## config.mk

```make
export PLATFORM = sky130hd
export DESIGN_NAME = instr_prefetch_buffer
export DESIGN_NICKNAME = d
export VERILOG_FILES = /design/src/rtl/instr_prefetch_buffer.sv
export SDC_FILE = /design/constraint.sdc
export NUM_CORES = 1
export LEC_CHECK = 0
export CORE_ASPECT_RATIO = 2
export CORE_MARGIN = 5
export CORE_UTILIZATION = 65
export DETAILED_ROUTE_END_ITERATION = 8
export DONT_BUFFER_PORTS = 1
export PLACE_DENSITY = 0.82
export SYNTH_ARGS = -nofsm -noshare
export SYNTH_HDL_FRONTEND = slang
export SYNTH_SLANG_ARGS = --single-unit
```

## constraint.sdc

```tcl
create_clock -name clk -period 8.15 [get_ports clk]
set_input_delay 2.0375 -clock clk [delete_from_list [all_inputs] [get_ports clk]]
set_output_delay 2.0375 -clock clk [all_outputs]
set_load 0.01 [all_outputs]
```

## src/rtl/instr_prefetch_buffer.sv

```systemverilog
// instr_prefetch_buffer
//   Instruction prefetch queue sitting between the fetch unit and the IF port
//   of the SRAM arbiter. Sequential words are requested ahead of demand and
//   parked in a small FIFO. Fetch requests that match the FIFO head are served
//   combinationally. A branch redirect (IF_flush) or an out-of-sequence fetch
//   address clears the FIFO and restarts prefetch at the new target. An
//   arbiter transfer that is already in flight is always completed; its data
//   is dropped if it became stale.
//
// Optional feature macro: PREFETCH_BYPASS_EN
//   When defined, a word returning from the arbiter while the FIFO is empty
//   is handed straight to a matching fetch request in the same cycle.
//
// Ports
//   clk, reset          : single rising-edge clock, synchronous active-high reset
//   instr_req/instr_addr: fetch unit request (instr_addr[1:0] ignored)
//   instr/instr_ready   : returned word, combinational hit (pops the FIFO)
//   IF_flush/branch_PC  : branch redirect pulse and its target
//   IF_req/IF_we/IF_addr/IF_wdata : arbiter request side (read only)
//   IF_rdata/IF_ready   : arbiter completion (one-cycle pulse)
//   buf_count           : FIFO occupancy
module instr_prefetch_buffer #(
  parameter int unsigned DEPTH    = 4,
  parameter logic [31:0] RESET_PC = 32'h0000_0000
) (
  input  logic                       clk,
  input  logic                       reset,
  input  logic                       instr_req,
  input  logic [31:0]                instr_addr,
  output logic [31:0]                instr,
  output logic                       instr_ready,
  input  logic                       IF_flush,
  input  logic [31:0]                branch_PC,
  output logic                       IF_req,
  output logic                       IF_we,
  output logic [31:0]                IF_addr,
  output logic [31:0]                IF_wdata,
  input  logic [31:0]                IF_rdata,
  input  logic                       IF_ready,
  output logic [$clog2(DEPTH+1)-1:0] buf_count
);

  localparam int unsigned PW = $clog2(DEPTH);
  localparam int unsigned CW = $clog2(DEPTH+1);

  typedef enum logic [1:0] {
    S_IDLE    = 2'd0,
    S_REQ     = 2'd1,
    S_DISCARD = 2'd2
  } state_t;

  state_t          state_q, state_d;
  logic [CW-1:0]   count_q, count_d;
  logic [PW-1:0]   rd_ptr_q, rd_ptr_d;
  logic [PW-1:0]   wr_ptr_q, wr_ptr_d;
  // Addresses are kept as word addresses (byte address bits [31:2]).
  logic [29:0]     fetch_addr_q, fetch_addr_d;
  logic [29:0]     if_addr_q, if_addr_d;
  logic            if_req_q, if_req_d;

  logic [29:0]     addr_mem [DEPTH];
  logic [31:0]     data_mem [DEPTH];

  logic            fifo_empty;
  logic [29:0]     head_addr;
  logic [31:0]     head_data;
  logic [29:0]     req_word;
  logic [29:0]     expected_addr;
  logic [29:0]     redirect_target;
  logic            mismatch;
  logic            redirect;
  logic            hit;
  logic            bypass;
  logic            push;
  logic            pop;
  logic            unused_low_bits;

  assign unused_low_bits = ^{instr_addr[1:0], branch_PC[1:0]};

  assign fifo_empty = (count_q == '0);
  assign head_addr  = addr_mem[rd_ptr_q];
  assign head_data  = data_mem[rd_ptr_q];
  assign req_word   = instr_addr[31:2];

  // The address the fetch unit is expected to ask for next: the oldest
  // buffered word, else the word in flight, else the next word to request.
  always_comb begin
    if (!fifo_empty) begin
      expected_addr = head_addr;
    end else if (state_q == S_REQ) begin
      expected_addr = if_addr_q;
    end else begin
      expected_addr = fetch_addr_q;
    end
  end

  // A flush outranks an out-of-sequence fetch as redirect source.
  assign mismatch        = instr_req && (req_word != expected_addr);
  assign redirect        = IF_flush || mismatch;
  assign redirect_target = IF_flush ? branch_PC[31:2] : req_word;

  // No word is delivered in a redirect cycle.
  assign hit = instr_req && !fifo_empty && (req_word == head_addr) && !redirect;

`ifdef PREFETCH_BYPASS_EN
  assign bypass = instr_req && fifo_empty && (state_q == S_REQ) && IF_ready &&
                  (req_word == if_addr_q) && !redirect;
`else
  assign bypass = 1'b0;
`endif

  assign pop  = hit;
  // A bypassed word is consumed directly and never enters the FIFO.
  assign push = (state_q == S_REQ) && IF_ready && !redirect && !bypass;

  always_comb begin
    state_d      = state_q;
    count_d      = count_q;
    rd_ptr_d     = rd_ptr_q;
    wr_ptr_d     = wr_ptr_q;
    fetch_addr_d = fetch_addr_q;
    if_addr_d    = if_addr_q;
    if_req_d     = if_req_q;

    if (push) wr_ptr_d = wr_ptr_q + PW'(1);
    if (pop)  rd_ptr_d = rd_ptr_q + PW'(1);

    case ({push, pop})
      2'b10:   count_d = count_q + CW'(1);
      2'b01:   count_d = count_q - CW'(1);
      default: count_d = count_q;
    endcase

    case (state_q)
      S_IDLE: begin
        if (!redirect && (count_q < CW'(DEPTH))) begin
          state_d      = S_REQ;
          if_req_d     = 1'b1;
          if_addr_d    = fetch_addr_q;
          fetch_addr_d = fetch_addr_q + 30'd1;
        end
      end
      S_REQ: begin
        // A redirect makes the in-flight word stale even if it is returning
        // right now, so it is routed to DISCARD rather than pushed.
        if (redirect) begin
          state_d = S_DISCARD;
        end else if (IF_ready) begin
          state_d  = S_IDLE;
          if_req_d = 1'b0;
        end
      end
      S_DISCARD: begin
        if (IF_ready) begin
          state_d  = S_IDLE;
          if_req_d = 1'b0;
        end
      end
      default: begin
        state_d  = S_IDLE;
        if_req_d = 1'b0;
      end
    endcase

    if (redirect) begin
      count_d      = '0;
      rd_ptr_d     = '0;
      wr_ptr_d     = '0;
      fetch_addr_d = redirect_target;
    end
  end

  always_ff @(posedge clk) begin
    if (reset) begin
      state_q      <= S_IDLE;
      count_q      <= '0;
      rd_ptr_q     <= '0;
      wr_ptr_q     <= '0;
      fetch_addr_q <= RESET_PC[31:2];
      if_addr_q    <= '0;
      if_req_q     <= 1'b0;
    end else begin
      state_q      <= state_d;
      count_q      <= count_d;
      rd_ptr_q     <= rd_ptr_d;
      wr_ptr_q     <= wr_ptr_d;
      fetch_addr_q <= fetch_addr_d;
      if_addr_q    <= if_addr_d;
      if_req_q     <= if_req_d;
    end
  end

  // FIFO storage carries no reset; occupancy alone says which entries are live.
  always_ff @(posedge clk) begin
    if (push) begin
      addr_mem[wr_ptr_q] <= if_addr_q;
      data_mem[wr_ptr_q] <= IF_rdata;
    end
  end

  assign instr_ready = hit || bypass;
  assign instr       = bypass ? IF_rdata : (hit ? head_data : 32'h0);
  assign IF_req      = if_req_q;
  assign IF_addr     = {if_addr_q, 2'b00};
  assign IF_we       = 1'b0;
  assign IF_wdata    = 32'h0;
  assign buf_count   = count_q;

endmodule

```

==> out/qor.yml, run 1 <==
sta:
  setup_ws_ps: 1200
  slew_headroom: 0.302
  hold_violations: 0
  fmax_mhz: 144
  fin_skew_ps: 19.0
  worstMarginPinSlew_ps: 1040
  grt_setup_unrepaired: "no"
  min_period_ps: 6950
  slew_viol_final: 0
  period_share: 0.852
  setup_viol: 0
  fin_tns_setup_ps: 0
finish:
  layout-drive-gt1-share: 0.136
  diodes: 0
  fin_cells: 1354
  nets: 1164
  fin_util: 0.702
  synthToLayoutAreaGrowth_pct: 7.08
  n_fill_cell: 1579
power_and_ir_drop:
  worst_ir_drop_vdd_v: 0.000298
  total_power_mw: 3.40
  power_density_nw_per_um2: 214
  p_leak_nw: 4.92
clock_network:
  clkTransAtPathRegs_ps: 70
  cts_root_buffer: "clkbuf_16"
  cts.path.max_buffers: 3
  htree_num_levels: 1
  cts_sinks: 320
  clk_latency_ps: 560
  cts_resized: 0
  post-cts-setup-buffers: 0
  cts_tree: "built"
  numCtsBuffers: 28
  ctsHoldBuffers: 0
placed_design:
  routabilityCongestion: 0.965
  hpwlAfterDp_mm: 24.6
  place_inst: 1302
  port_buffers: 0
  place_worst_setup_slack_ps: 1230
synth:
  synth_edf_count: 248
  syn-mean-instance-area_um2: 13.8
  ys_top_cells_by_area: "edfxtp_1, dfxtp_1, mux4_2"
  yosys.area.top_type: "edfxtp_1"
  synth-seq-cells: 320
  syn-instance-count: 1075
  synth_top_area_frac: 0.502
  synth-main-ff-cell: "edfxtp_1"
  synth.yosys.warnings: 0
  synth_area_um2: 14800
  synthArstFlopShare: 0
  ys_seq_area_frac: 0.599
  synth.distinct_cells: 66
drt:
  wl_per_cell_um: 26.8
  dr.pass1.iters: 5
  vias: 9156
  route.detailed.drc: 0
  ant_nets: 0
  finalWirelength_mm: 36.2
  vias_per_cell: 6.76
  drt_iter0_markers: 713
worst_hold_path:
  hold_depth: 2
  hp-class: "flip-flop to flip-flop"
setup_path:
  cpMaxStageDelayCell: "nor3_4"
  cp-startpoint: "instr_addr[30]"
  reg2regPathDepth: 13
  max_stage_delay_ps: 800
  critical_path.endpoint: "instr[26]"
  cp.required_ps: 6110
  reg2reg_to: "data_mem[0][8]"
  worstPathCellList: "inv_1 > o22ai_1 > a2111oi_0 > o21ai_0 > nor4b_2 > a21o_1 > a21oi_4 > nor3_4 > and2_1"
  ff2ff_setup_slack_ps: 2670
  cp.arrival_ps: 4910
  start_kind: "input pin"
  worstSetupEndpointType: "primary output"
  worst-setup-path-type: "input pin to primary output"
  timing.rr.start: "state_q[1]"
  path_max_fanout: 33
die:
  rows: 78
  die_area_um2: 26100
  io_pins: 203
  die_h_um: 224
  coreArea_um2: 22600
  initial_utilization: 0.656
  fp.dieW_um: 117
grt:
  grt_pass1_vias: 9247
  antenna_found_initial: 0
  grt_max_degree: 80
  grt_usage: 0.277
  grt_overflow: 0
  grt_pass1_wl_mm: 54.2
flow_run:
  drv_cap: 0
status:
  outcome: "finished clean"
[critical path: cells and delay by family]
family / cells / cell delay, ps
AOI/OAI and AO/OA: 5 / 1110
and+or+nand+nor: 3 / 1590
buffers and inverters: 1 / 150
[layout make-up]
type	count	area, um2	share of cell area
well taps	280	350	0.0220
repair buffers	17	128	0.00803
multi-input cells	665	5450	0.343
flip-flops and latches	320	8900	0.560
clock inverters	20	239	0.0150
inverters	20	75.1	0.00472
clock buffers	32	757	0.0476
[report_power, final]
part	leakage, nW	switching (mW)	internal (mW)
Sequential	2.68	0.0354	1.77
Combinational	1.77	0.110	0.0702
Clock	0.469	0.606	0.804
Total	4.92	0.752	2.64
[per-layer routing]
layer | vias up | GRT usage | share of wire
li1 | 4039 | - | -
met1 | 4560 | 0.310 | 0.33
met2 | 455 | 0.482 | 0.53
met3 | 102 | 0.0487 | 0.078
met4 | 0 | 0.165 | 0.068
met5 | - | 0 | 0
[worst min path at each step]
| stage | startpoint | endpoint |
|---|---|---|
| global placement | fetch_addr_q[19] | if_addr_q[19] |
| finish | wr_ptr_q[1] | wr_ptr_q[1] |
| detailed placement | wr_ptr_q[1] | wr_ptr_q[1] |
| floorplan | fetch_addr_q[19] | if_addr_q[19] |
| CTS | wr_ptr_q[1] | wr_ptr_q[1] |
| global route | fetch_addr_q[29] | if_addr_q[29] |
[cell usage in the layout (no fill, tap or decap), types with 24 or more instances in the layout]
| master | n |
|---|---|
| nand4_1 | 46 |
| nand2_1 | 50 |
| a21oi_1 | 43 |
| dfxtp_1 | 70 |
| o31ai_1 | 30 |
| edfxtp_1 | 248 |
| mux2i_1 | 66 |
| clkbuf_16 | 29 |
| xor2_1 | 24 |
| xnor2_1 | 55 |
| and2_1 | 34 |
| conb_1 | 35 |
| nor2_1 | 40 |
| mux4_2 | 55 |
[flip-flops by register name, indices dropped and copies added, names as in the netlist, named ones only]
signal	flops
data_mem	128
addr_mem	120
fetch_addr_q	30
if_addr_q	30
buf_count	3
rd_ptr_q	2
state_q	2
wr_ptr_q	2
IF_req	1
[per-stage QoR]
| step | hold slack [ps] | cell area (um2) |
|---|---|---|
| after floorplan | 468 | 15000 |
| after global placement | 481 | 14900 |
| after detailed placement | 487 | 14900 |
| after CTS | 497 | 15900 |
| after global routing | 523 | 15900 |
| final | 498 | 15900 |
[synthesized netlist by cell type (3+ instances only)]
cell type  count
edfxtp_1     248
dfxtp_1       72
mux2i_1       66
mux4_2        55
xnor2_1       55
nand2_1       50
nand4_1       46
a21oi_1       44
clkbuf_1      44
buf_4         40
nor2_1        40
and2_1        38
o31ai_1       30
xor2_1        24
inv_1         20
nor3_1        19
nand3_1       15
buf_2         12
o211ai_1      12
a211oi_1      11
o22ai_1       11
ha_1          10
and3_1         8
mux2_2         7
a31oi_1        6
nand3b_1       6
nor4_1         6
o21ai_0        6
and4_1         5
nand2b_1       5
or3_1          5
buf_1          4
buf_6          4
a21o_1         3
nor2b_1        3
o221ai_1       3
o311a_1        3
or4_1          3
[cell families (layout without fill, tap and decap cells)]
group           after synthesis  count (layout)  synth area share
simple gates                254             254            0.0920
buf+inv                     124              89            0.0445
xor+xnor                     79              79            0.0466
fa+ha+maj                    11              11           0.00978
mux                         128             128             0.133
other cells                   1              35          0.000253
flops                       320             320             0.599
compound gates              158             158            0.0748
No activity file was read; power rests on OpenSTA's default activity.
==> inputs of run 2 (changes only) <==
--- a/config.mk
+++ b/config.mk
@@ -7,10 +7,11 @@
 export LEC_CHECK = 0
 export CORE_ASPECT_RATIO = 2
 export CORE_MARGIN = 5
-export CORE_UTILIZATION = 65
+export CORE_UTILIZATION = 64
 export DETAILED_ROUTE_END_ITERATION = 8
 export DONT_BUFFER_PORTS = 1
-export PLACE_DENSITY = 0.82
+export PLACE_DENSITY = 0.8
+export SETUP_SLACK_MARGIN = 0.4
 export SYNTH_ARGS = -nofsm -noshare
 export SYNTH_HDL_FRONTEND = slang
 export SYNTH_SLANG_ARGS = --single-unit
==> constraint.sdc (replaced) <==
create_clock -name clk -period 6.59 [get_ports clk]
set_input_delay 1.6475 -clock clk [delete_from_list [all_inputs] [get_ports clk]]
set_output_delay 1.6475 -clock clk [all_outputs]
set_load 0.01 [all_outputs]
==> run 2 against run 1 <==
First-iteration DRC count grew 34%. Setup slack worse by 560 ps. Sequential share of layout area decreased by 0.17 points. Clock power is 18% higher. Combinational power grew 23%. Power increased by 22%. Critical path depth increased by 4. Count of clock-buffer cells in the layout grew 2. Clock skew grew 2.2 ps. Routed wire length shrank 0.34%. Via count down 0.33%. Cell count rose by 0.22%.
==> out/qor.yml, run 2 (synthesized netlist as in run 1, its figures left out) <==
status:
  outcome: "finished clean"
sta:
  fin_tns_setup_ps: 0
  grt_setup_unrepaired: "no"
  setup_viol: 0
  hold_violations: 0
  fmax_mhz: 168
  slew_headroom: 0.255
  worstMarginPinSlew_ps: 1110
  min_period_ps: 5950
  slew_viol_final: 0
  fin_skew_ps: 21.2
  period_share: 0.903
finish:
  synthToLayoutAreaGrowth_pct: 7.41
  multi_input_area_um2: 5470
  seq_area_um2: 8900
  fin_util: 0.692
  top_register: "data_mem"
  fin_cells: 1357
  reg.largest.list: "data_mem: 128 flops, addr_mem: 120 flops"
  layout-drive-gt1-share: 0.134
  largest_register_ffs: 128
  nets: 1164
  n_fill_cell: 1563
  layout.cells.most_common: "edfxtp_1"
  diodes: 0
  mostFrequentLayoutCells: "edfxtp_1, dfxtp_1, mux2i_1"
setup_path:
  timing.rr.start: "state_q[1]"
  start_kind: "flip-flop"
  path_delay_family: "simple AND/OR/NAND/NOR gates"
  worstSetupEndpointType: "primary output"
  max_stage_delay_ps: 530
  worst-setup-path-type: "flip-flop to primary output"
  cp-startpoint: "state_q[1]"
  ff2ff_setup_slack_ps: 1620
  cpMaxStageDelayCell: "buf_4"
  cp.arrival_ps: 4300
  cp.required_ps: 4940
  worstPathCellList: "inv_1 > ha_2 > buf_4 > mux2i_1 > xnor2_1 > nor4_1 > nand3_1 > nor3_1 > a21o_1 > a21oi_4 > nor3_4 > buf_4 > and2_1"
  path_common_cell: "buf_4"
  path_max_fanout: 31
  crit_buf_inv: 3
clock_network:
  ctsHoldBuffers: 0
  htree_num_levels: 1
  cts_root_buffer: "clkbuf_16"
  cts_resized: 0
  cts.path.max_buffers: 3
  clkTransAtPathRegs_ps: 60
  post-cts-setup-buffers: 0
  cts_sinks: 320
  clk_latency_ps: 550
  cts_tree: "built"
  numCtsBuffers: 28
drt:
  drt_iter0_markers: 956
  finalWirelength_mm: 36.1
  vias: 9126
  wl_per_cell_um: 26.6
  dr.pass1.iters: 5
  vias_per_cell: 6.73
  route.detailed.drc: 0
  ant_nets: 0
grt:
  grt_max_degree: 80
  antenna_found_initial: 0
  grt_pass1_wl_mm: 55.1
  grt_usage: 0.265
  grt_overflow: 0
  grt_pass1_vias: 9261
worst_hold_path:
  hp-class: "flip-flop to flip-flop"
  min_from: "wr_ptr_q[1]"
placed_design:
  hpwlAfterDp_mm: 23.1
  port_buffers: 0
  routabilityCongestion: 0.897
  place_inst: 1304
die:
  die_h_um: 225
  die_area_um2: 26500
  initial_utilization: 0.644
  fp.dieW_um: 118
  io_pins: 203
  coreArea_um2: 23000
  rows: 79
power_and_ir_drop:
  power_density_nw_per_um2: 259
  worst_ir_drop_vdd_v: 0.000395
  p_leak_nw: 4.93
flow_run:
  drv_cap: 0
## run 2: where the power goes
part	leakage (nW)	total (mW)	switching [mW]	internal (mW)
Clock	0.451	1.67	0.726	0.948
Sequential	2.68	2.23	0.0425	2.19
Combinational	1.80	0.222	0.134	0.0874
## run 2: worst paths after layout
kind,cells after the start,end
setup / recovery,13,instr[27]
hold reg to reg,2,wr_ptr_q[1]
setup reg to reg,14,addr_mem[1][15]
hold / removal,2,wr_ptr_q[1]
## run 2: per-stage QoR
step / hold WS, ps / cell area, um2 / setup WS (ps) / power [mW]
finish: 496 / 15900 / 639 / 4.13
global route: 537 / 15900 / 453 / 4.25
CTS: 500 / 15900 / 409 / 4.15
detailed placement: 491 / 15000 / 633 / 2.49
global placement: 479 / 15000 / 722 / 2.48
floorplan: 468 / 15000 / 1290 / 2.46
## run 2: area by class of cell
cell class | count | share of cell area
multi-input cells | 665 | 0.343
clock buffers | 34 | 0.0480
inverters | 20 | 0.00471
clock inverters | 18 | 0.0116
well taps | 283 | 0.0222
repair buffers | 17 | 0.0127
flip-flops and latches | 320 | 0.558
## run 2: worst min-delay path, delay by kind of cell (launching register included)
kind | cells | cell delay (ps)
simple gates | 1 | 60
compound gates | 1 | 50
flops | 1 | 340
## run 2: layer usage
metal | GRT usage | vias to the layer above | routed length (um)
met4 | 0.0941 | 0 | 1240
met1 | 0.345 | 4541 | 13300
li1 | - | 4030 | -
met2 | 0.431 | 470 | 17600
met5 | 0 | - | 0
met3 | 0.0754 | 85 | 3930
==> inputs of run 3 (changes only) <==
--- a/config.mk
+++ b/config.mk
@@ -11,6 +11,7 @@
 export DETAILED_ROUTE_END_ITERATION = 8
 export DONT_BUFFER_PORTS = 1
 export PLACE_DENSITY = 0.8
+export RECOVER_POWER = 100
 export SETUP_SLACK_MARGIN = 0.4
 export SYNTH_ARGS = -nofsm -noshare
 export SYNTH_HDL_FRONTEND = slang
==> run 3 against run 2 <==
The flow now finishes with violations (max-capacitance violations, max-slew violations). Register-to-register slack worse by 1000 ps. Cell count unchanged. Via count is 0.35% higher. Count of clock-buffer cells in the layout unchanged. Design area decreased by 0.33%. Power about the same. Hold slack hardly changed. Clock skew increased by 1.8 ps. Flip-flop and latch count is the same. Combinational power is essentially flat. Routed wire length barely moved. Sequential power hardly changed. Largest cell class unchanged.
==> out/qor.yml, run 3 (synthesized netlist as in run 1, its figures left out) <==
clock_network:
  cts_tree: "built"
  post-cts-setup-buffers: 0
  cts_sinks: 320
  clkTransAtPathRegs_ps: 60
  clk_latency_ps: 560
  ctsHoldBuffers: 0
  numCtsBuffers: 28
  cts_root_buffer: "clkbuf_16"
  htree_num_levels: 1
  cts.path.max_buffers: 3
  cts_resized: 0
placed_design:
  hpwlAfterDp_mm: 23.1
  routabilityCongestion: 0.897
  port_buffers: 0
  place_worst_setup_slack_ps: 633
  placed_area_um2: 15000
flow_run:
  drv_cap: 4
sta:
  worstMarginPinSlew_ps: 2180
  setup_viol: 0
  setup_ws_ps: 373
  fmax_mhz: 161
  grt_setup_unrepaired: "no"
  min_period_ps: 6220
  hold_ws_ps: 497
  slew_viol_final: 111
  hold_violations: 0
  period_share: 0.943
  fin_skew_ps: 23.0
  fin_tns_setup_ps: 0
  slew_headroom: -0.464
setup_path:
  crit_buf_inv: 2
  worst-setup-path-type: "input pin to primary output"
  path_delay_family: "compound AO/OA/AOI/OAI gates"
  cp.arrival_ps: 4570
  critical_path.endpoint: "instr[9]"
  cp.required_ps: 4940
  cpMaxStageDelayCell: "nor4b_1"
  reg2reg_to: "addr_mem[1][15]"
  path_max_fanout: 25
  ff2ff_setup_slack_ps: 620
  cp-startpoint: "instr_addr[30]"
  max_stage_delay_ps: 600
  start_kind: "input pin"
  worstPathCellList: "inv_1 > o22ai_1 > a2111oi_0 > o21ai_0 > nor4b_1 > a21o_1 > a21oi_1 > nor3_4 > buf_4 > and2_0"
  reg2regPathDepth: 11
  worstSetupEndpointType: "primary output"
  crit_cells: 10
drt:
  wl_per_cell_um: 26.6
  drt_iter0_markers: 965
  finalWirelength_mm: 36.1
  route.detailed.drc: 0
  vias: 9158
  dr.pass1.iters: 6
  vias_per_cell: 6.75
  ant_nets: 0
die:
  fp.dieW_um: 118
  rows: 79
  die_area_um2: 26500
  io_pins: 203
  initial_utilization: 0.644
  die_h_um: 225
  coreArea_um2: 23000
finish:
  layout-drive-gt1-share: 0.128
  layout.cells.most_common: "edfxtp_1"
  mostFrequentLayoutCells: "edfxtp_1, dfxtp_1, mux2i_1"
  multi_input_area_um2: 5430
  diodes: 0
  synthToLayoutAreaGrowth_pct: 7.06
  n_fill_cell: 1570
  nets: 1164
  top_register: "data_mem"
  largest_register_ffs: 128
  seq_area_um2: 8900
  fin_area_um2: 15900
  reg.largest.list: "data_mem: 128 flops, addr_mem: 120 flops"
grt:
  grt_use_met2: 0.431
  grt_pass1_vias: 9261
  grt_max_degree: 80
  grt_pass1_wl_mm: 55.1
  grtUsageMet1: 0.345
  grt_overflow: 0
  grt-busiest-layer: "met2"
  antenna_found_initial: 0
  met3_usage: 0.0754
  grt_usage: 0.265
power_and_ir_drop:
  p_leak_nw: 4.90
  worst_ir_drop_vdd_v: 0.000395
  power_density_nw_per_um2: 260
worst_hold_path:
  hp-class: "flip-flop to flip-flop"
status:
  outcome: "finished with violations"
  violations: "max-capacitance violations, max-slew violations"
run 3: worst min path at each step:
| stage | startpoint | endpoint | slack [ps] | cells past startpoint |
|---|---|---|---|---|
| finish | wr_ptr_q[1] | wr_ptr_q[1] | 500 | 2 |
| floorplan | fetch_addr_q[19] | if_addr_q[19] | 470 | 2 |
| global placement | wr_ptr_q[1] | wr_ptr_q[1] | 480 | 2 |
| detailed placement | wr_ptr_q[1] | wr_ptr_q[1] | 490 | 2 |
| CTS | wr_ptr_q[1] | wr_ptr_q[1] | 500 | 2 |
| global route | fetch_addr_q[22] | if_addr_q[22] | 540 | 2 |
run 3: report_power, final:
group / leakage [nW] / switching (mW) / internal, mW
combinational: 1.76 / 0.134 / 0.0869
sequential: 2.68 / 0.0427 / 2.19
clock: 0.451 / 0.726 / 0.948
total: 4.90 / 0.903 / 3.23
run 3: cell type report:
type / instances / area share
tap: 283 / 0.0223
clock inverter: 18 / 0.0117
sequential: 320 / 0.560
inverter: 20 / 0.00472
timing repair buffer: 17 / 0.0118
multi-input combinational: 665 / 0.342
clock buffer: 34 / 0.0481
run 3: routing by layer:
layer | part of all wire | routed length (um)
met3 | 0.11 | 3800
met5 | 0 | 0
met1 | 0.37 | 13300
met2 | 0.49 | 17800
met4 | 0.033 | 1200
run 3: worst reg2reg max path: stages, from the launching register on:
cell	delay, ps
dfxtp_4	760
mux4_2	430
nor2_1	70
a2111oi_0	520
o21ai_0	260
nor4b_1	600
a21o_1	320
a21oi_1	160
buf_4	360
nor3_2	350
and2_1	1440
buf_12	340
run 3: stage by stage:
stage                      util  power (mW)  cells
after floorplan               -        2.46   1109
after global placement    0.650        2.48   1304
after detailed placement  0.650        2.49   1304
after CTS                 0.691        4.15   1356
after global routing      0.690        4.25   1357
final                     0.690        4.13   1357
